[config.mk]
export PLATFORM = sky130hd
export DESIGN_NAME = wb_io_la_bridge
export DESIGN_NICKNAME = d
export VERILOG_FILES = /design/src/rtl/wb_io_la_bridge_pkg.sv /design/src/rtl/wb_io_la_bridge_io_sync_edge.sv /design/src/rtl/wb_io_la_bridge.sv
export SDC_FILE = /design/constraint.sdc
export NUM_CORES = 1
export LEC_CHECK = 0
export BUFFER_PORTS_ARGS = -buffer_cell sky130_fd_sc_hd__buf_2
export CELL_PAD_IN_SITES_DETAIL_PLACEMENT = 0
export CELL_PAD_IN_SITES_GLOBAL_PLACEMENT = 1
export CORE_MARGIN = 5
export CORE_UTILIZATION = 30
export CTS_CLUSTER_DIAMETER = 40
export DETAILED_ROUTE_END_ITERATION = 10
export PLACE_DENSITY_LB_ADDON = 0.1
export SLEW_MARGIN = 20
export SYNTH_ARGS = -nofsm -noshare
export SYNTH_HDL_FRONTEND = slang
export SYNTH_SLANG_ARGS = --single-unit
[constraint.sdc]
create_clock -name wb_clk_i -period 2.3 [get_ports wb_clk_i]
set_input_delay 0.115 -clock wb_clk_i [delete_from_list [all_inputs] [get_ports wb_clk_i]]
set_output_delay 0.115 -clock wb_clk_i [all_outputs]
set_load 0.05 [all_outputs]
[src/rtl/wb_io_la_bridge_pkg.sv]
// Shared definitions for the Wishbone GPIO bridge: register map, window size,
// bus FSM states and LO/HI word helpers.
package wb_io_pkg;

  localparam int unsigned WINDOW_BYTES = 256;
  localparam int unsigned WIN_BITS     = $clog2(WINDOW_BYTES);

  // Register index = byte offset / 8; each register owns a LO and a HI word.
  localparam logic [4:0] REG_OUT      = 5'd0;
  localparam logic [4:0] REG_OEB      = 5'd1;
  localparam logic [4:0] REG_IN       = 5'd2;
  localparam logic [4:0] REG_IRQ_EN   = 5'd3;
  localparam logic [4:0] REG_IRQ_STAT = 5'd4;
  localparam logic [4:0] REG_SEL      = 5'd5;

  typedef enum logic {
    WB_IDLE = 1'b0,
    WB_ACK  = 1'b1
  } wb_state_e;

  function automatic logic [4:0] reg_index(input logic [5:0] word_adr);
    return word_adr[5:1];
  endfunction

  function automatic logic is_hi_word(input logic [5:0] word_adr);
    return word_adr[0];
  endfunction

  // 64-bit byte-lane mask for a 32-bit write landing in the LO or HI word.
  function automatic logic [63:0] lane_mask(input logic hi, input logic [3:0] sel);
    logic [63:0] m;
    m = '0;
    for (int b = 0; b < 4; b++) begin
      if (sel[b]) m[{hi, b[1:0], 3'b000} +: 8] = 8'hFF;
    end
    return m;
  endfunction

endpackage

[src/rtl/wb_io_la_bridge_io_sync_edge.sv]
// Pad input synchroniser with a one-cycle-delayed copy and a registered
// rising-edge pulse per bit.
module io_sync_edge #(
  parameter int W      = 38,
  parameter int STAGES = 2
) (
  input  logic         clk_i,
  input  logic         rst_i,
  input  logic [W-1:0] d_i,
  output logic [W-1:0] sync_o,
  output logic [W-1:0] rise_o
);

  logic [W-1:0] chain_q [STAGES];
  logic [W-1:0] sync_d_q;
  logic [W-1:0] rise_q;

  always_ff @(posedge clk_i) begin
    if (rst_i) begin
      for (int s = 0; s < STAGES; s++) chain_q[s] <= '0;
      sync_d_q <= '0;
      rise_q   <= '0;
    end else begin
      chain_q[0] <= d_i;
      for (int s = 1; s < STAGES; s++) chain_q[s] <= chain_q[s-1];
      sync_d_q <= chain_q[STAGES-1];
      // Edge pulse is registered so the status logic never sees the sync chain directly.
      rise_q   <= chain_q[STAGES-1] & ~sync_d_q;
    end
  end

  assign sync_o = chain_q[STAGES-1];
  assign rise_o = rise_q;

endmodule

[src/rtl/wb_io_la_bridge.sv]
// Wishbone slave register bank owning the user GPIO pads: per-pin core/software
// pad mux, synchronised inputs and rising-edge interrupts folded onto user_irq.
module wb_io_la_bridge
  import wb_io_pkg::*;
#(
  parameter int unsigned NUM_IO      = 38,
  parameter int unsigned NUM_IRQ     = 3,
  parameter logic [31:0] BASE_ADDR   = 32'h3000_0000,
  parameter int unsigned SYNC_STAGES = 2
) (
  input  logic               wb_clk_i,
  input  logic               wb_rst_i,
  input  logic               wbs_cyc_i,
  input  logic               wbs_stb_i,
  input  logic               wbs_we_i,
  input  logic [3:0]         wbs_sel_i,
  input  logic [31:0]        wbs_adr_i,
  input  logic [31:0]        wbs_dat_i,
  output logic               wbs_ack_o,
  output logic [31:0]        wbs_dat_o,
  input  logic [NUM_IO-1:0]  io_in,
  output logic [NUM_IO-1:0]  io_out,
  output logic [NUM_IO-1:0]  io_oeb,
  input  logic [NUM_IO-1:0]  core_io_out,
  input  logic [NUM_IO-1:0]  core_io_oeb,
  output logic [NUM_IO-1:0]  core_io_in,
  output logic [NUM_IRQ-1:0] user_irq
);

  wb_state_e          state_q, state_d;
  logic [31:0]        dat_q, dat_d;
  logic [NUM_IO-1:0]  out_q, out_d, oeb_q, oeb_d, en_q, en_d;
  logic [NUM_IO-1:0]  stat_q, stat_d, sel_q, sel_d;
  logic [NUM_IRQ-1:0] irq_q, irq_d;

  logic [NUM_IO-1:0]  sync, rise;
  logic               req, wr_en, hi;
  logic [5:0]         word_adr;
  logic [4:0]         idx;
  logic [63:0]        wmask64, wval64, rd64;
  logic [NUM_IO-1:0]  wmask, wval, clr;
  logic [31:0]        rdata;
  logic               unused_ok;

  io_sync_edge #(
    .W      (NUM_IO),
    .STAGES (SYNC_STAGES)
  ) u_sync (
    .clk_i  (wb_clk_i),
    .rst_i  (wb_rst_i),
    .d_i    (io_in),
    .sync_o (sync),
    .rise_o (rise)
  );

  assign core_io_in = sync;

  // Address decode; byte offset bits 1:0 are ignored (word accesses only).
  assign req      = wbs_cyc_i & wbs_stb_i &
                    (wbs_adr_i[31:WIN_BITS] == BASE_ADDR[31:WIN_BITS]);
  assign word_adr = wbs_adr_i[7:2];
  assign idx      = reg_index(word_adr);
  assign hi       = is_hi_word(word_adr);
  assign wmask64  = lane_mask(hi, wbs_sel_i);
  assign wval64   = {wbs_dat_i, wbs_dat_i};
  assign wmask    = wmask64[NUM_IO-1:0];
  assign wval     = wval64[NUM_IO-1:0];
  assign unused_ok = ^{wbs_adr_i[1:0], wmask64, wval64};

  // Writes commit on the edge that closes the ack cycle.
  assign wr_en = (state_q == WB_ACK) & req & wbs_we_i;

  always_comb begin
    rd64 = '0;
    case (idx)
      REG_OUT:      rd64[NUM_IO-1:0] = out_q;
      REG_OEB:      rd64[NUM_IO-1:0] = oeb_q;
      REG_IN:       rd64[NUM_IO-1:0] = sync;
      REG_IRQ_EN:   rd64[NUM_IO-1:0] = en_q;
      REG_IRQ_STAT: rd64[NUM_IO-1:0] = stat_q;
      REG_SEL:      rd64[NUM_IO-1:0] = sel_q;
      default:      rd64 = '0;
    endcase
    rdata = hi ? rd64[63:32] : rd64[31:0];
  end

  always_comb begin
    state_d = state_q;
    dat_d   = '0;
    case (state_q)
      WB_IDLE: begin
        if (req) begin
          state_d = WB_ACK;
          dat_d   = rdata;
        end
      end
      WB_ACK:  state_d = WB_IDLE;
      default: state_d = WB_IDLE;
    endcase
  end

  always_comb begin
    out_d = out_q;
    oeb_d = oeb_q;
    en_d  = en_q;
    sel_d = sel_q;
    clr   = '0;
    if (wr_en) begin
      case (idx)
        REG_OUT:      out_d = (out_q & ~wmask) | (wval & wmask);
        REG_OEB:      oeb_d = (oeb_q & ~wmask) | (wval & wmask);
        REG_IRQ_EN:   en_d  = (en_q  & ~wmask) | (wval & wmask);
        REG_IRQ_STAT: clr   = wval & wmask;
        REG_SEL:      sel_d = (sel_q & ~wmask) | (wval & wmask);
        default:      ;
      endcase
    end
    // A new edge in the same cycle as a clear keeps the bit set.
    stat_d = (stat_q & ~clr) | (rise & en_q);
  end

  always_comb begin
    irq_d = '0;
    for (int i = 0; i < int'(NUM_IO); i++) begin
      if (stat_q[i] & en_q[i]) irq_d[i % NUM_IRQ] = 1'b1;
    end
  end

  always_ff @(posedge wb_clk_i) begin
    if (wb_rst_i) begin
      state_q <= WB_IDLE;
      dat_q   <= '0;
      out_q   <= '0;
      oeb_q   <= '1;
      en_q    <= '0;
      stat_q  <= '0;
      sel_q   <= '0;
      irq_q   <= '0;
    end else begin
      state_q <= state_d;
      dat_q   <= dat_d;
      out_q   <= out_d;
      oeb_q   <= oeb_d;
      en_q    <= en_d;
      stat_q  <= stat_d;
      sel_q   <= sel_d;
      irq_q   <= irq_d;
    end
  end

  assign wbs_ack_o = (state_q == WB_ACK);
  assign wbs_dat_o = dat_q;
  assign user_irq  = irq_q;
  assign io_out    = (sel_q & core_io_out) | (~sel_q & out_q);
  assign io_oeb    = (sel_q & core_io_oeb) | (~sel_q & oeb_q);

endmodule
==> results of run 1 <==
-- per-stage QoR --
| step | cells | cell area (um^2) | hold WS (ns) |
|---|---|---|---|
| after floorplan | 1387 | 14900 | 0.225 |
| after global placement | 2316 | 17400 | 0.321 |
| after detailed placement | 2316 | 17400 | 0.328 |
| after CTS | 2528 | 20800 | 0.134 |
| after global routing | 2528 | 20800 | 0.159 |
| final | 2528 | 20800 | 0.159 |
-- where the power goes --
part	leakage, nW	internal, mW	switching, mW	total (mW)
clock	1.23	7.27	3.65	10.9
sequential	3.07	6.66	0.0499	6.71
combinational	3.71	0.318	0.418	0.736
-- metal layers --
| metal | wire [um] | share of wire | global-route usage | up-vias |
|---|---|---|---|---|
| li1 | - | - | - | 5894 |
| met1 | 24300 | 0.46 | 0.260 | 5909 |
| met2 | 24000 | 0.45 | 0.300 | 432 |
| met3 | 3450 | 0.065 | 0.0489 | 89 |
| met4 | 1350 | 0.025 | 0.0580 | 4 |
| met5 | 15 | 0.00028 | 0 | - |
-- placed cells by master (no fill, tap or decap), types with 31 or more instances in the layout --
| master | netlist | layout |
|---|---|---|
| sky130_fd_sc_hd__a211o_1 | 31 | 31 |
| sky130_fd_sc_hd__a21oi_1 | 52 | 52 |
| sky130_fd_sc_hd__a22oi_1 | 94 | 94 |
| sky130_fd_sc_hd__a311oi_1 | 44 | 44 |
| sky130_fd_sc_hd__buf_2 | 9 | 333 |
| sky130_fd_sc_hd__buf_4 | 40 | 32 |
| sky130_fd_sc_hd__clkbuf_16 | 0 | 73 |
| sky130_fd_sc_hd__dfxtp_1 | 378 | 377 |
| sky130_fd_sc_hd__dlygate4sd3_1 | 0 | 82 |
| sky130_fd_sc_hd__mux2_2 | 76 | 76 |
| sky130_fd_sc_hd__mux2i_1 | 114 | 114 |
| sky130_fd_sc_hd__nand2_1 | 50 | 50 |
| sky130_fd_sc_hd__nor2_1 | 125 | 123 |
| sky130_fd_sc_hd__nor2b_1 | 183 | 182 |
-- tightest hold or removal path: stages --
cell                       delay, ns
sky130_fd_sc_hd__buf_2          0.07
sky130_fd_sc_hd__nor4bb_1       0.04
sky130_fd_sc_hd__nand3_2        0.09
sky130_fd_sc_hd__or2_1          0.14
sky130_fd_sc_hd__buf_4          0.18
sky130_fd_sc_hd__nor3_1         0.05
-- final cells by class --
type                    count  area (um^2)  share of cell area
clock buffers              86         1970              0.0947
repair buffers            468         3140               0.151
flip-flops and latches    378         7570               0.365
clock inverters            44          577              0.0278
well taps                 664          831              0.0400
multi-input cells         888         6680               0.322
-- final timing paths --
kind                        from           endpoint  slack, ns  depth (start not counted)
max                 wbs_adr_i[2]           register       0.28                          8
min                wbs_adr_i[24]          wbs_ack_o       0.16                          6
max reg2reg            wbs_ack_o           register       0.41                          6
min reg2reg  u_sync.sync_d_q[30]  u_sync.rise_o[30]       0.37                          1
-- repair_timing --
action                     CTS  global route
setup endpoints to repair    0             0
hold buffers                82             0
hold endpoints to repair   243             0
gates resized for setup      0             0
-- logic make-up after synthesis --
group	Yosys count	share of synthesized area
compound gates	276	0.138
mux	190	0.134
simple gates	422	0.174
flops	378	0.509
buf+inv	121	0.0446
==> reports/metrics.yaml, run 1 <==
global_route_wire_length_before_repair_um: 78500
pin_count_of_the_biggest_net_entering_global_routing: 94
antenna_found_initial: 2
cp-start-kind: "input port"
worst_ep_arrival_time_ns: 2.48
worstPathBufferInverterCount: 4
totalWireLength_um: 53100
crit_path_max_fanout: 9
row_count: 81
vias_per_cell: 4.88
cellPowerDensity_nw_per_um2: 885
synth-async-reset-ratio: 0
synth.cells.most_frequent: "sky130_fd_sc_hd__dfxtp_1, sky130_fd_sc_hd__nor2b_1, sky130_fd_sc_hd__nor2_1, sky130_fd_sc_hd__mux2i_1, sky130_fd_sc_hd__a22oi_1"
clkTransAtPathRegs_ns: 0.05
grt_pass1_vias: 12400
syn_to_final_growth_pct: 39.6
worstHoldPathType: "in2reg"
count_of_flip_flops_with_a_built_in_enable_after_synthesis: 0
core_area_um2: 49000
utilization_after_layout: 0.424
clkLatencyLatePin_ns: 0.59
synthDominantCellAreaShare: 0.509
worst_path_largest_cell_delay_ns: 0.55
clock-root-buffer: "sky130_fd_sc_hd__clkbuf_16"
drv_slew: 0
max_freq_mhz: 494
path_class: "in2reg"
antenna_left: 0
worstPathRequired_ns: 2.75
final.period_utilization: 0.880
detail_route.drc_violations: 0
drive_gt1_frac: 0.335
post_synth_main_area_contributors: "sky130_fd_sc_hd__dfxtp_1, sky130_fd_sc_hd__nor2b_1, sky130_fd_sc_hd__mux2i_1"
globalplace.congestion: 0.757
die_h_um: 233
cts_setup_buffers: 0
synth_ff_type: "sky130_fd_sc_hd__dfxtp_1"
dieWidth_um: 233
fill_cells: 4767
grt.total_usage: 0.191
worst_slack_ns: 0.275
leakagePower_nw: 8.01
max-slew-margin-rel: 0.533
post_route_minimum_period_ns: 2.02
clock_tree.buffer_depth: 3
fin_nets: 1995
critical_path.top_delay_family: "buffers and inverters"
yosys.cell_count.top_type: "sky130_fd_sc_hd__dfxtp_1"
grt-ovfl-total: 0
rsz0062_at_grt: "false"
max-vdd-ir-drop_mv: 0.475
clock_sinks: 378
cts_tree: "done"
synth.yosys.seq_area_share: 0.509
final-hold-violation-count: 0
floorplan.initialDensity: 0.304
port_buffers: 334
detail_placement_hpwl_um: 37200
cp_slowest_cell: "sky130_fd_sc_hd__dlygate4sd3_1"
synth_cells: 1387
yosys_warnings: 0
dominant_cell_type_by_area_after_synthesis: "sky130_fd_sc_hd__dfxtp_1"
syn_avg_cell_area_um2: 10.7
ys_seq_elements: 378
drt-wirelength-per-cell_um: 21.0
antenna-diode-count: 0
setup_violations: 0
totalNegativeSetupSlack_ns: 0
maxCapViolations: 0
cts_inserted_buffers: 72
finClkSkew_ns: 0.0155
clock_tree.htree_level_count: 3
dr_total_vias: 12300
report.power.total_mw: 18.4
synth_cell_type_count: 42
synth_fp_nets: 1574
status: "finished, final reports clean"
worst-slew-pin-transition_ns: 0.701
pre_cts_ws_ns: 0.152
synthesis.area_um2: 14900
design.portCount: 337
drt_first_iter_violations: 834
worst_path_cell_trace: "dlygate4sd3_1 -> buf_2 -> buf_4 -> nand4b_1 -> nor4_4 -> buf_12 -> mux2i_1 -> nor2_1"
die_area_um2: 54100
critPathCaptureType: "register"
first_pass_iters: 8
Power figures use the tool's default switching activity.
==> run 2, diff against run 1 <==
Settings changed: SYNTH_HIERARCHICAL from default to 1.
==> reports/metrics.yaml, run 2 <==
status: "finished, final reports clean"
clkTransAtPathRegs_ns: 0.05  # about the same
worst_slack_ns: 0.194  # -0.0808 ns
clock_tree.buffer_depth: 3  # unchanged
dieWidth_um: 234  # +0.69%
maxCapViolations: 0  # unchanged
worst_ep_arrival_time_ns: 2.56  # +0.08 ns
max_freq_mhz: 475  # -3.8%
cts_inserted_buffers: 69  # -4.2%
fill_cells: 4914  # +3.1%
grt-ovfl-total: 0  # unchanged
worst-slew-pin-transition_ns: 0.840  # +0.139 ns
worst_r2r_startpoint: "wbs_ack_o"
setup_violations: 0  # unchanged
clock-root-buffer: "sky130_fd_sc_hd__clkbuf_16"
groute.layer.met2.usage: 0.280  # -0.0207
synth_cell_type_count: 44  # +4.8%
clkLatencyLatePin_ns: 0.59  # about the same
worstHoldPathType: "in2reg"
totalNegativeSetupSlack_ns: 0  # unchanged
final_cells: 2535  # +0.28%
drt-wirelength-per-cell_um: 21.9  # +4.2%
final-hold-violation-count: 0  # unchanged
post_synth_main_area_contributors: "sky130_fd_sc_hd__dfxtp_1, sky130_fd_sc_hd__mux2i_1, sky130_fd_sc_hd__nor2b_1"
most_common_cell_after_layout_fill_and_taps_aside: "sky130_fd_sc_hd__dfxtp_1"
final.period_utilization: 0.915  # +0.0351
cp-start-kind: "register"
drt_first_iter_violations: 1024  # +23%
ff_latch_area_um2: 7570  # about the same
rr_worst_depth: 6  # unchanged
globalplace.congestion: 0.815  # +7.7%
synth-async-reset-ratio: 0  # unchanged
synth_fp_nets: 1580  # +0.38%
count_of_flip_flops_with_a_built_in_enable_after_synthesis: 0  # unchanged
hold_path_startpoint: "wbs_adr_i[6]"
antenna_found_initial: 5  # +3
worstPathRequired_ns: 2.76  # about the same
vias_per_cell: 4.94  # +1.2%
groute.layer.met1.usage: 0.286  # +0.0258
design.portCount: 337  # unchanged
max-vdd-ir-drop_mv: 0.488  # +2.8%
post-place-cells: 2329  # +0.56%
port_buffers: 334  # unchanged
post_route_minimum_period_ns: 2.11  # +0.0808 ns
leakagePower_nw: 7.94  # -0.91%
min_delay_path_depth: 4  # -2
dr_total_vias: 12500  # +1.5%
grt.busiest_layer: "met1"
final_cell_area_um2: 20800  # +0.16%
path_class: "reg2reg"
synthDominantCellAreaShare: 0.502  # -0.00730
crit_path_max_fanout: 8  # -1
finClkSkew_ns: 0.0281  # +0.0126 ns
die_area_um2: 54900  # +1.4%
antenna_left: 0  # unchanged
cell_count_along_the_critical_path: 6  # -2
detail_route.drc_violations: 0  # unchanged
cp_slowest_cell: "sky130_fd_sc_hd__dlygate4sd3_1"
row_count: 82  # +1.2%
dpl-instance-area_um2: 17600  # +1.0%
synthesis.area_um2: 15100  # +1.5%
fin_nets: 1994  # -0.050%
floorplan.initialDensity: 0.302  # -0.00184
dominant_cell_type_by_area_after_synthesis: "sky130_fd_sc_hd__dfxtp_1"
yosys_warnings: 6  # +6
synth_cells: 1393  # +0.43%
critical_path.startpoint: "wbs_ack_o"
max-slew-margin-rel: 0.440  # -0.0929
synth.yosys.seq_area_share: 0.502  # -0.00730
worst_path_cell_trace: "and3b_1 -> nand2_2 -> nor3_1 -> buf_4 -> a311oi_1 -> dlygate4sd3_1"
totalWireLength_um: 55500  # +4.4%
clock_tree.htree_level_count: 3  # unchanged
global_route_wire_length_before_repair_um: 79200  # +0.89%
rsz0062_at_grt: "false"
critPathCaptureType: "register"
pre_cts_ws_ns: 0.111  # -0.0416 ns
grt_pass1_vias: 11900  # -4.2%
first_pass_iters: 6  # -2
finalHoldWorstSlack_ns: 0.222  # +0.0631 ns
drv_slew: 0  # unchanged
core_area_um2: 50000  # +2.1%
synth_ff_type: "sky130_fd_sc_hd__dfxtp_1"
worst_path_largest_cell_delay_ns: 0.57  # +0.02 ns
pin_count_of_the_biggest_net_entering_global_routing: 111  # +18%
drive_gt1_frac: 0.352  # +0.0163
worstPathBufferInverterCount: 2  # -2
grt.total_usage: 0.193  # +0.00187
die_h_um: 234  # +0.69%
critical_path.top_delay_family: "buffers and inverters"
cellPowerDensity_nw_per_um2: 867  # -2.0%
globalRouteMet3Util: 0.0397  # -0.00922
syn_to_final_growth_pct: 37.8
syn_avg_cell_area_um2: 10.8  # +1.0%
most-common-layout-cells: "sky130_fd_sc_hd__dfxtp_1, sky130_fd_sc_hd__buf_2, sky130_fd_sc_hd__nor2b_1, sky130_fd_sc_hd__nor2_1, sky130_fd_sc_hd__mux2i_1"
detail_placement_hpwl_um: 39500  # +6.2%
clock_sinks: 378  # unchanged
ys_seq_elements: 378  # unchanged
synth.cells.most_frequent: "sky130_fd_sc_hd__dfxtp_1, sky130_fd_sc_hd__nor2b_1, sky130_fd_sc_hd__nor2_1, sky130_fd_sc_hd__mux2i_1, sky130_fd_sc_hd__a22oi_1"
multiInputGateArea_um2: 6840  # +2.4%
cts_tree: "done"
yosys.cell_count.top_type: "sky130_fd_sc_hd__dfxtp_1"
[run 2: cell types whose count changed after synthesis, sizes merged, moves of 2 or more]
cell	delta
nor3	+11
clkbuf	-11
nor3b	+33
nor4b	+2
a21oi	+6
and3	+3
a211o	-6
and4	-2
nor2b	-44
buf	+15
[run 2: power breakdown]
group	internal [mW]	switching, mW	leakage, nW
clock	6.94	3.61	1.16
sequential	6.66	0.0635	3.07
combinational	0.321	0.439	3.71
total	13.9	4.11	7.94
[run 2: kinds of logic after synthesis]
logic type / after synthesis / share of synthesized area
compound gates: 277 / 0.135
buf+inv: 125 / 0.0482
flops: 378 / 0.502
mux: 190 / 0.132
simple gates: 423 / 0.183
[run 2: per-layer routing]
layer / share of wire / wire (um)
met1: 0.48 / 26600
met2: 0.43 / 23600
met3: 0.069 / 3820
met4: 0.025 / 1400
met5: 0.00040 / 22
[run 2: worst paths after layout]
path | end | slack, ns
setup / recovery | stat_q[12] | 0.19
setup reg to reg | stat_q[12] | 0.19
hold / removal | wbs_dat_o[5] | 0.22
hold reg to reg | u_sync/rise_o[4] | 0.38
[run 2: tightest hold or removal path, cell delays in order]
cell and delay, ns:
sky130_fd_sc_hd__buf_2 0.11, sky130_fd_sc_hd__a211o_1 0.10, sky130_fd_sc_hd__or4_1 0.36, sky130_fd_sc_hd__a311oi_1 0.08
[run 2: repair_timing]
| action | in CTS | in global routing |
|---|---|---|
| setup endpoints to repair | 0 | 1 |
| resized for setup | 0 | 1 |
| endpoints found under the hold margin | 231 | 0 |
| setup buffers | 0 | 0 |
| hold buffers | 79 | 0 |
[run 2: stage by stage]
| stage | util | total power [mW] |
|---|---|---|
| final | 0.416 | 18.0 |
| after global routing | 0.416 | 18.6 |
| after CTS | 0.416 | 18.3 |
| after detailed placement | 0.352 | 7.51 |
| after global placement | 0.352 | 7.51 |
| after floorplan | - | 7.20 |
[run 2: cell type report]
type                       instances  share of cell area
antenna                            3            0.000361
clock inverter                    40              0.0250
sequential                       378               0.364
multi-input combinational        890               0.329
tap                              672              0.0404
clock buffer                      84              0.0912
timing repair buffer             468               0.150
